`config.mk`:
```
export PLATFORM = sky130hd
export DESIGN_NAME = dmem_port_arbiter
export DESIGN_NICKNAME = d
export VERILOG_FILES = /design/src/rtl/dmem_port_arbiter_pkg.sv /design/src/rtl/dmem_arb_starve_ctr.sv /design/src/rtl/dmem_port_arbiter.sv
export SDC_FILE = /design/constraint.sdc
export NUM_CORES = 1
export LEC_CHECK = 0
export BUFFER_PORTS_ARGS = -buffer_cell sky130_fd_sc_hd__buf_4
export CAP_MARGIN = 15
export CELL_PAD_IN_SITES_DETAIL_PLACEMENT = 1
export CELL_PAD_IN_SITES_GLOBAL_PLACEMENT = 2
export CORE_MARGIN = 4
export CORE_UTILIZATION = 14
export DETAILED_ROUTE_END_ITERATION = 12
export PLACE_DENSITY_LB_ADDON = 0.12
export RECOVER_POWER = 50
export REMOVE_ABC_BUFFERS = 1
export SLEW_MARGIN = 20
export SYNTH_ARGS = -nofsm -noshare
export SYNTH_HDL_FRONTEND = slang
export SYNTH_SLANG_ARGS = --single-unit
export TNS_END_PERCENT = 1
```
`constraint.sdc`:
```
create_clock -name clk -period 3.6 [get_ports clk]
set_clock_uncertainty 0.2 [all_clocks]
set_input_delay 0.9 -clock clk [delete_from_list [all_inputs] [get_ports clk]]
set_output_delay 0.9 -clock clk [all_outputs]
set_load 0.005 [all_outputs]
```
`src/rtl/dmem_port_arbiter_pkg.sv`:
```
// Shared definitions for the data-memory port arbiter: FSM state encoding,
// read-response owner tags and the starvation counter width.
// Optional statistics block in the top is enabled with DMEM_ARB_STATS_EN.
package dmem_port_arbiter_pkg;

  // Mode sequencing between normal run and a UART programming session.
  typedef enum logic [1:0] {
    RUN   = 2'd0,
    PROG  = 2'd1,
    DRAIN = 2'd2
  } arb_state_t;

  // Owner of the read response returning on the cycle after a granted read.
  typedef enum logic [1:0] {
    OWN_NONE = 2'd0,
    OWN_CPU  = 2'd1,
    OWN_DBG  = 2'd2
  } own_t;

  // Starvation counter width; covers STARVE_MAX up to 255.
  localparam int STARVE_W = 8;

  // Width of each saturating statistics counter.
  localparam int STAT_W = 16;

endpackage

```
`src/rtl/dmem_arb_starve_ctr.sv`:
```
// Saturating up-counter with synchronous clear and an at-limit flag.
// Used as the debug-port starvation counter and for the statistics counters.
module dmem_arb_starve_ctr #(
  parameter int            W   = 8,
  parameter logic [W-1:0]  MAX = '1
) (
  input  logic         clk,
  input  logic         rstn,
  input  logic         clr,
  input  logic         inc,
  output logic [W-1:0] cnt,
  output logic         at_max
);

  // Clear wins over increment; the count holds once it reaches MAX.
  always_ff @(posedge clk or negedge rstn) begin
    if (!rstn) begin
      cnt <= '0;
    end else if (clr) begin
      cnt <= '0;
    end else if (inc && (cnt != MAX)) begin
      cnt <= cnt + 1'b1;
    end
  end

  assign at_max = (cnt == MAX);

endmodule

```
`src/rtl/dmem_port_arbiter.sv`:
```
// Arbiter for the single synchronous-read data-memory port shared by the UART
// programmer, the CPU load/store path and the debug readback port.
// Fixed priority forced-debug > CPU > debug, with a starvation guard that
// forces a debug grant after STARVE_MAX cycles of waiting.
// Handshake: a request is accepted in the cycle the memory port is driven for
// it (combinational grant); a granted read returns one cycle later, flagged by
// exactly one of cpu_rvalid_o / dbg_rvalid_o for that single cycle.
// Define DMEM_ARB_STATS_EN to add grant/stall counters on stats_o.
module dmem_port_arbiter
  import dmem_port_arbiter_pkg::*;
#(
  parameter int ADDR_W     = 14,
  parameter int DATA_W     = 32,
  parameter int STARVE_MAX = 15
) (
  input  logic              clk,
  input  logic              rstn,
  input  logic              upg_rst_i,
  input  logic              upg_done_i,
  input  logic              upg_we_i,
  input  logic [ADDR_W-1:0] upg_addr_i,
  input  logic [DATA_W-1:0] upg_wdata_i,
  input  logic              cpu_req_i,
  input  logic              cpu_we_i,
  input  logic [ADDR_W-1:0] cpu_addr_i,
  input  logic [DATA_W-1:0] cpu_wdata_i,
  output logic              cpu_stall_o,
  input  logic              dbg_req_i,
  input  logic [ADDR_W-1:0] dbg_addr_i,
  output logic              dbg_ack_o,
  output logic              mem_en_o,
  output logic              mem_we_o,
  output logic [ADDR_W-1:0] mem_addr_o,
  output logic [DATA_W-1:0] mem_wdata_o,
  input  logic [DATA_W-1:0] mem_rdata_i,
  output logic              cpu_rvalid_o,
  output logic              dbg_rvalid_o,
  output logic [DATA_W-1:0] rdata_o,
  output logic              prog_busy_o,
`ifdef DMEM_ARB_STATS_EN
  output logic [47:0]       stats_o,
`endif
  output arb_state_t        state_o,
  output logic [STARVE_W-1:0] starve_cnt_o
);

  localparam logic [STARVE_W-1:0] STARVE_LIM = STARVE_W'(STARVE_MAX);

  arb_state_t state_q;
  logic       upg_rst_q;
  own_t       tag_q;
  logic       starve_at_max;
  logic       forced_dbg;
  logic       cpu_gnt;
  logic       enter_prog;
  logic       leave_prog;

  // Programming starts on a falling edge of upg_rst_i seen while running,
  // and ends on upg_done_i or a rising edge of upg_rst_i.
  assign enter_prog = (state_q == RUN) && upg_rst_q && !upg_rst_i;
  assign leave_prog = upg_done_i || (upg_rst_i && !upg_rst_q);
  assign forced_dbg = dbg_req_i && starve_at_max;

  // Port grant and memory steering for the current cycle.
  always_comb begin
    mem_en_o    = 1'b0;
    mem_we_o    = 1'b0;
    mem_addr_o  = cpu_addr_i;
    mem_wdata_o = cpu_wdata_i;
    cpu_stall_o = 1'b0;
    dbg_ack_o   = 1'b0;
    cpu_gnt     = 1'b0;
    unique case (state_q)
      RUN: begin
        if (forced_dbg) begin
          mem_en_o    = 1'b1;
          mem_addr_o  = dbg_addr_i;
          dbg_ack_o   = 1'b1;
          cpu_stall_o = cpu_req_i;
        end else if (cpu_req_i) begin
          mem_en_o = 1'b1;
          mem_we_o = cpu_we_i;
          cpu_gnt  = 1'b1;
        end else if (dbg_req_i) begin
          mem_en_o   = 1'b1;
          mem_addr_o = dbg_addr_i;
          dbg_ack_o  = 1'b1;
        end
      end
      PROG: begin
        // The programmer only ever writes, so no read tag is produced here.
        mem_en_o    = upg_we_i;
        mem_we_o    = upg_we_i;
        mem_addr_o  = upg_addr_i;
        mem_wdata_o = upg_wdata_i;
        cpu_stall_o = cpu_req_i;
      end
      DRAIN: begin
        // Idle port for one cycle so the final programmer write lands first.
        cpu_stall_o = cpu_req_i;
      end
      default: begin
        cpu_stall_o = cpu_req_i;
      end
    endcase
  end

  // Mode FSM, edge detect on upg_rst_i and read-response owner tag.
  always_ff @(posedge clk or negedge rstn) begin
    if (!rstn) begin
      state_q     <= RUN;
      upg_rst_q   <= 1'b1;
      tag_q       <= OWN_NONE;
      prog_busy_o <= 1'b0;
    end else begin
      upg_rst_q <= upg_rst_i;
      if (mem_en_o && !mem_we_o) begin
        tag_q <= dbg_ack_o ? OWN_DBG : OWN_CPU;
      end else begin
        tag_q <= OWN_NONE;
      end
      unique case (state_q)
        RUN: begin
          if (enter_prog) begin
            state_q     <= PROG;
            prog_busy_o <= 1'b1;
          end
        end
        PROG: begin
          if (leave_prog) begin
            state_q <= DRAIN;
          end
        end
        DRAIN: begin
          state_q     <= RUN;
          prog_busy_o <= 1'b0;
        end
        default: begin
          state_q     <= RUN;
          prog_busy_o <= 1'b0;
        end
      endcase
    end
  end

  assign cpu_rvalid_o = (tag_q == OWN_CPU);
  assign dbg_rvalid_o = (tag_q == OWN_DBG);
  assign rdata_o      = mem_rdata_i;
  assign state_o      = state_q;

  // Debug wait counter: counts while a debug request is held unserved.
  dmem_arb_starve_ctr #(
    .W   (STARVE_W),
    .MAX (STARVE_LIM)
  ) u_starve (
    .clk    (clk),
    .rstn   (rstn),
    .clr    (!dbg_req_i || dbg_ack_o),
    .inc    (dbg_req_i && !dbg_ack_o),
    .cnt    (starve_cnt_o),
    .at_max (starve_at_max)
  );

`ifdef DMEM_ARB_STATS_EN
  logic [STAT_W-1:0] cpu_grants;
  logic [STAT_W-1:0] dbg_grants;
  logic [STAT_W-1:0] cpu_stalls;
  logic              cpu_grants_max;
  logic              dbg_grants_max;
  logic              cpu_stalls_max;

  // Arbitration-loss stalls only; stalls during programming are implied by
  // prog_busy_o and would swamp the count.
  dmem_arb_starve_ctr #(.W(STAT_W), .MAX('1)) u_cpu_grants (
    .clk(clk), .rstn(rstn), .clr(enter_prog),
    .inc(cpu_gnt && !cpu_grants_max), .cnt(cpu_grants), .at_max(cpu_grants_max)
  );
  dmem_arb_starve_ctr #(.W(STAT_W), .MAX('1)) u_dbg_grants (
    .clk(clk), .rstn(rstn), .clr(enter_prog),
    .inc(dbg_ack_o && !dbg_grants_max), .cnt(dbg_grants), .at_max(dbg_grants_max)
  );
  dmem_arb_starve_ctr #(.W(STAT_W), .MAX('1)) u_cpu_stalls (
    .clk(clk), .rstn(rstn), .clr(enter_prog),
    .inc(cpu_stall_o && (state_q == RUN) && !cpu_stalls_max),
    .cnt(cpu_stalls), .at_max(cpu_stalls_max)
  );

  assign stats_o = {cpu_stalls, dbg_grants, cpu_grants};
`endif

endmodule

```
Yosys cells after proc, flatten, opt, wreduce, memory -nomap -nowiden
Cells that the tools add are included.
{ "totals": {"regBits": 14} }
{ "op_classes": {"add_sub_neg": 1, "n_eq_ne": 7, "mux": 26, "bitwise_logic": 1, "reduce_logical": 18} }
{ "op_table": {"columns": ["operator", "n"], "rows": [
  ["14-bit 2-to-1 mux", 3],
  ["32-bit 2-to-1 mux", 1],
  ["14-bit case mux with 2 select lines", 1],
  ["8-bit 2-to-1 mux", 2],
  ["1-bit 2-to-1 mux", 11],
  ["8-bit by 1-bit adder with 8-bit output (second input constant)", 1],
  ["8-bit by 4-bit equality test with 1-bit output (second input constant)", 1],
  ["2-bit 2-to-1 mux", 4],
  ["8-bit by 4-bit inequality test with 1-bit output (second input constant)", 1],
  ["1-bit logical AND", 7],
  ["1-bit case mux with 2 select lines", 3],
  ["1-bit logical NOT", 5],
  ["2-bit by 1-bit equality test with 1-bit output (second input constant)", 2],
  ["2-bit inequality test (second input constant)", 2],
  ["2-bit case mux with 2 select lines", 1],
  ["2-bit AND reduction", 2],
  ["2-bit equality test (second input constant)", 1],
  ["2-bit logical NOT", 1],
  ["1-bit logical OR", 2],
  ["2-bit nonzero test", 1],
  ["1-bit inverter", 1]
]} }

Depth between registers and ports, before layout
{ "depth": {"ltp_word": 9, "depth_mapped": 6, "mapped_depth_nobuf": 5} }

Cells and area by module
From an unflattened synthesis, not the netlist that was laid out.
{ "unflattened": {"cells_unflattened": 280, "area_unflattened_um2": 1919.3} }
{ "by_module_without_submodules": {"columns": ["mod", "instances", "cells_each", "area_per_inst_um2", "seq_area_each_um2"], "rows": [
  ["dmem_port_arbiter", 1, 236, 1472.7, 151.4],
  ["dmem_arb_starve_ctr", 1, 44, 446.7, 200.2]
]} }

Worst setup path before layout
OpenSTA, ideal clock, no wires.
{ "synth_timing": {"kind": "flip-flop to output port", "startpoint": "register u_starve.cnt[4]", "endpoint": "output port mem_addr_o[11]", "arrival_ns": 1.663, "path_slack_ns": 0.837, "path_stages_with_launch": 6, "path_cell_list": "dfrtp_1 -> or4_4 -> o31a_4 -> buf_6 -> nand3b_1 -> nand3_1"} }
{ "synth_via": {"elab_chain_cells": 4} }
{ "synth_rtl": {"columns": ["item", "line_no", "text"], "rows": [
  ["start: declaration", "dmem_arb_starve_ctr.sv:11", "output logic [W-1:0] cnt,"],
  ["start signal: assignment", "dmem_arb_starve_ctr.sv:22", "cnt <= cnt + 1'b1;"],
  ["8-bit by 4-bit equality test with 1-bit output", "dmem_arb_starve_ctr.sv:26", "assign at_max = (cnt == MAX);"],
  ["1-bit logical AND", "dmem_port_arbiter.sv:62", "assign forced_dbg = dbg_req_i && starve_at_max;"],
  ["14-bit 2-to-1 mux", "dmem_port_arbiter.sv:75", "if (forced_dbg) begin"],
  ["14-bit case mux with 2 select lines", "dmem_port_arbiter.sv:73", "unique case (state_q)"],
  ["end: declaration", "dmem_port_arbiter.sv:33", "output logic [ADDR_W-1:0] mem_addr_o,"]
]} }
Every way passes these cells.

Final worst setup path
{ "layout_timing": {"startpoint": "register u_starve.cnt[5]", "endpoint": "output port mem_addr_o[5]"} }
Same word-level chain as after synthesis.

==> impl_metrics.yaml <==
status:
  outcome: "finished, final reports clean"
yosys:
  synthCells: 275
  synth-seq-cells: 14
  avgSynthCellArea_um2: 6.47
  syn_area_um2: 1780
  synth_ff_type: "dfrtp_1"
  synth_cell_types: 36
  synth_warnings: 0
  synth_edf_count: 0
  async_reset_ff_share_pct: 100
  synth-seq-area-share_pct: 19.8
clock_tree:
  cts_resized: 0
  numCtsBuffers: 3
  cts_setup_buffers: 0
  cts.sinks: 14
  clk_path_buf_depth: 2
  cts_tree: "yes"
  clock_latency_ps: 250
  cts_max_level: 1
  clockRootBuffer: "clkbuf_16"
  path_clk_slew_ps: 50
  hold_buffers: 0
placed_design:
  dp_worst_setup_slack_ps: 448
  port_buffers: 176
  placed_area_um2: 3050
  gp_congestion: 0.758
  hpwl_um: 8840
critical_path:
  crit_type: "flip-flop to output port"
  crit_path_max_fanout: 16
  crit_family: "simple AND/OR/NAND/NOR gates"
  slowest_delay_ps: 560
  crit_chain: "or4_4 > o31a_1 > nand3b_1 > nand3_1 > buf_4"
  crit_cells: 5
  start_kind: "flip-flop"
  worstReg2RegStart: "state_o[0]"
  critPathBufInv: 1
  critical-path-slowest-cell: "or4_4"
  end_kind: "output port"
  ff2ff_path_depth: 4
  arrival_ps: 2250
  crit_required_ps: 2500
  timing.rr.end: "u_starve.cnt[2]"
  r2r_slack_ps: 1300
layout:
  layout-drive-gt1-share_pct: 46.3
  fillers: 1565
  diodes: 0
  syn_to_final_growth_pct: 75.1
  final-seq-area_um2: 352
  multi_input_area_um2: 1080
  post-route-cell-area_um2: 3120
  nets: 563
routing:
  vias: 2454
  ant_nets: 0
  totalWireLength_um: 10500
  drt_iter0_drc: 78
  wl_per_cell_um: 17.9
  first_pass_iters: 4
  drc_errors: 0
  vias_per_cell: 4.21
sta:
  setup_violations: 0
  max_clock_freq_mhz: 299
  tns_ps: 0
  worst_pin_slew_ps: 847
  timing.final.hold_violations: 0
  slew_violations: 0
  fin_ws_ps: 251
  fin_crit_sh_pct: 93.0
  rsz0062_at_grt: "no"
  finalCriticalPeriod_ps: 3350
  slew_headroom_pct: 43.5
pwr:
  netSwitchingFraction_pct: 32.8
  combPwrFrac_pct: 52.5
  seqPwrFrac_pct: 20.7
  leakagePower_nw: 1.64
  p_int_w: 0.000596
  p_per_area_nw_per_um2: 284
  clkPwrFrac_pct: 26.8
  vdd_drop_max_uv: 156
  switchingPower_w: 0.000290
grt:
  grt-ovfl-total: 0
  grt_first_pass_wirelength_um: 15500
  grt_max_degree: 34
  grt.total_usage_pct: 13.8
  grt_pass1_vias: 2747
  antenna_found_initial: 0
floorplan:
  die_w_um: 121
  initial_core_util_pct: 14.6
  die_area_um2: 14600
  fp-row-count: 40
  design.core.area_um2: 12200
  die_h_um: 121
  io_pins: 241
min_path:
  hold_end: "prog_busy_o"
  hp-class: "flip-flop to flip-flop"
  hp-start: "prog_busy_o"
  hold_depth: 2
flow_run:
  cap_violations: 0
==> cells by family (layout without fill, tap and decap cells) <==
family / after synthesis / count (layout) / share of synthesized area, %
simple gates: 175 / 175 / 45.3
fa+ha+maj: 1 / 1 / 0.703
buf+inv: 51 / 191 / 19.3
flops: 14 / 14 / 19.8
compound gates: 30 / 30 / 12.9
mux: 1 / 1 / 0.633
xor+xnor: 3 / 3 / 1.48
==> cells in the final DEF, fill, tap and decap left out, types with 2 or more instances in the layout <==
cell type	instances
nand2_1	97
nand3b_1	15
buf_4	172
xor2_1	3
a21oi_1	6
clkbuf_4	9
and3_1	2
nor2b_1	3
clkbuf_16	3
a22oi_1	14
clkbuf_1	3
nand3_1	32
o21ai_0	2
o211ai_1	2
nor2_1	13
nand2b_1	2
dfrtp_1	13
inv_1	3
nor3b_1	3
==> metal layers <==
| metal | part of all wire [%] | global-route usage, % | vias up |
|---|---|---|---|
| li1 | - | - | 1169 |
| met1 | 36 | 14.8 | 1139 |
| met2 | 51 | 24.0 | 142 |
| met3 | 13 | 8.04 | 4 |
| met4 | 0.63 | 1.70 | 0 |
| met5 | 0 | 0 | - |
==> power by group through the flow <==
stage / sequential, W / clock (W) / combinational [W]
floorplan: 0.000185 / 0 / 0.000162
global placement: 0.000187 / 0 / 0.000483
detailed placement: 0.000187 / 0 / 0.000483
CTS: 0.000185 / 0.000244 / 0.000485
global route: 0.000187 / 0.000255 / 0.000521
finish: 0.000184 / 0.000237 / 0.000465
==> state kept, by name, summed over array words and instances (netlist names) <==
signal,cells
tag_q,2
u_starve.cnt,8
state_o,2
upg_rst_q,1
prog_busy_o,1
==> layout make-up <==
class                   instances  area share (%)
well taps                     168            6.75
repair buffers                184            44.0
clock buffers                   4            2.85
inverters                       3           0.361
multi-input cells             210            34.8
flip-flops and latches         14            11.3
==> tightest hold or removal path: stages (launching register included) <==
cell and delay [ps]:
dfrtp_1 350, nor2_1 50, nor2_1 70
==> worst max-delay path by stage <==
stage | from | end | slack, ps
2_1_floorplan | state_o[0] | mem_addr_o[0] | 10
3_3_place_gp | dbg_req_i | mem_addr_o[10] | 490
3_5_place_dp | dbg_req_i | mem_addr_o[3] | 450
4_1_cts | u_starve.cnt[5] | mem_addr_o[3] | 280
5_1_grt | u_starve.cnt[5] | mem_addr_o[5] | 140
6_report | u_starve.cnt[5] | mem_addr_o[5] | 250
==> per-stage QoR <==
| step | power (W) | hold slack, ps | cells | utilization (%) |
|---|---|---|---|---|
| 6_report | 0.000886 | 315 | 583 | 25.5 |
| 5_1_grt | 0.000963 | 392 | 583 | 25.5 |
| 4_1_cts | 0.000914 | 308 | 583 | 25.7 |
| 3_5_place_dp | 0.000670 | 324 | 579 | 24.9 |
| 3_3_place_gp | 0.000671 | 303 | 579 | 24.9 |
| 2_1_floorplan | 0.000348 | 291 | 227 | - |
==> cells in the mapped netlist (2+ instances only) <==
| cell | number | area [um2] |
|---|---|---|
| nand2_1 | 97 | 364 |
| buf_4 | 32 | 240 |
| nand3_1 | 32 | 160 |
| nand3b_1 | 15 | 113 |
| a22oi_1 | 14 | 105 |
| dfrtp_1 | 13 | 325 |
| nor2_1 | 13 | 48.8 |
| clkbuf_1 | 10 | 37.5 |
| a21oi_1 | 6 | 30.0 |
| buf_6 | 4 | 45.0 |
| nor2b_1 | 4 | 25.0 |
| inv_1 | 3 | 11.3 |
| nor3b_1 | 3 | 22.5 |
| xor2_1 | 3 | 26.3 |
| and3_1 | 2 | 12.5 |
| nand2b_1 | 2 | 12.5 |
| o211ai_1 | 2 | 15.0 |
| o21ai_0 | 2 | 10.0 |
(Power assumes the default switching activity.)
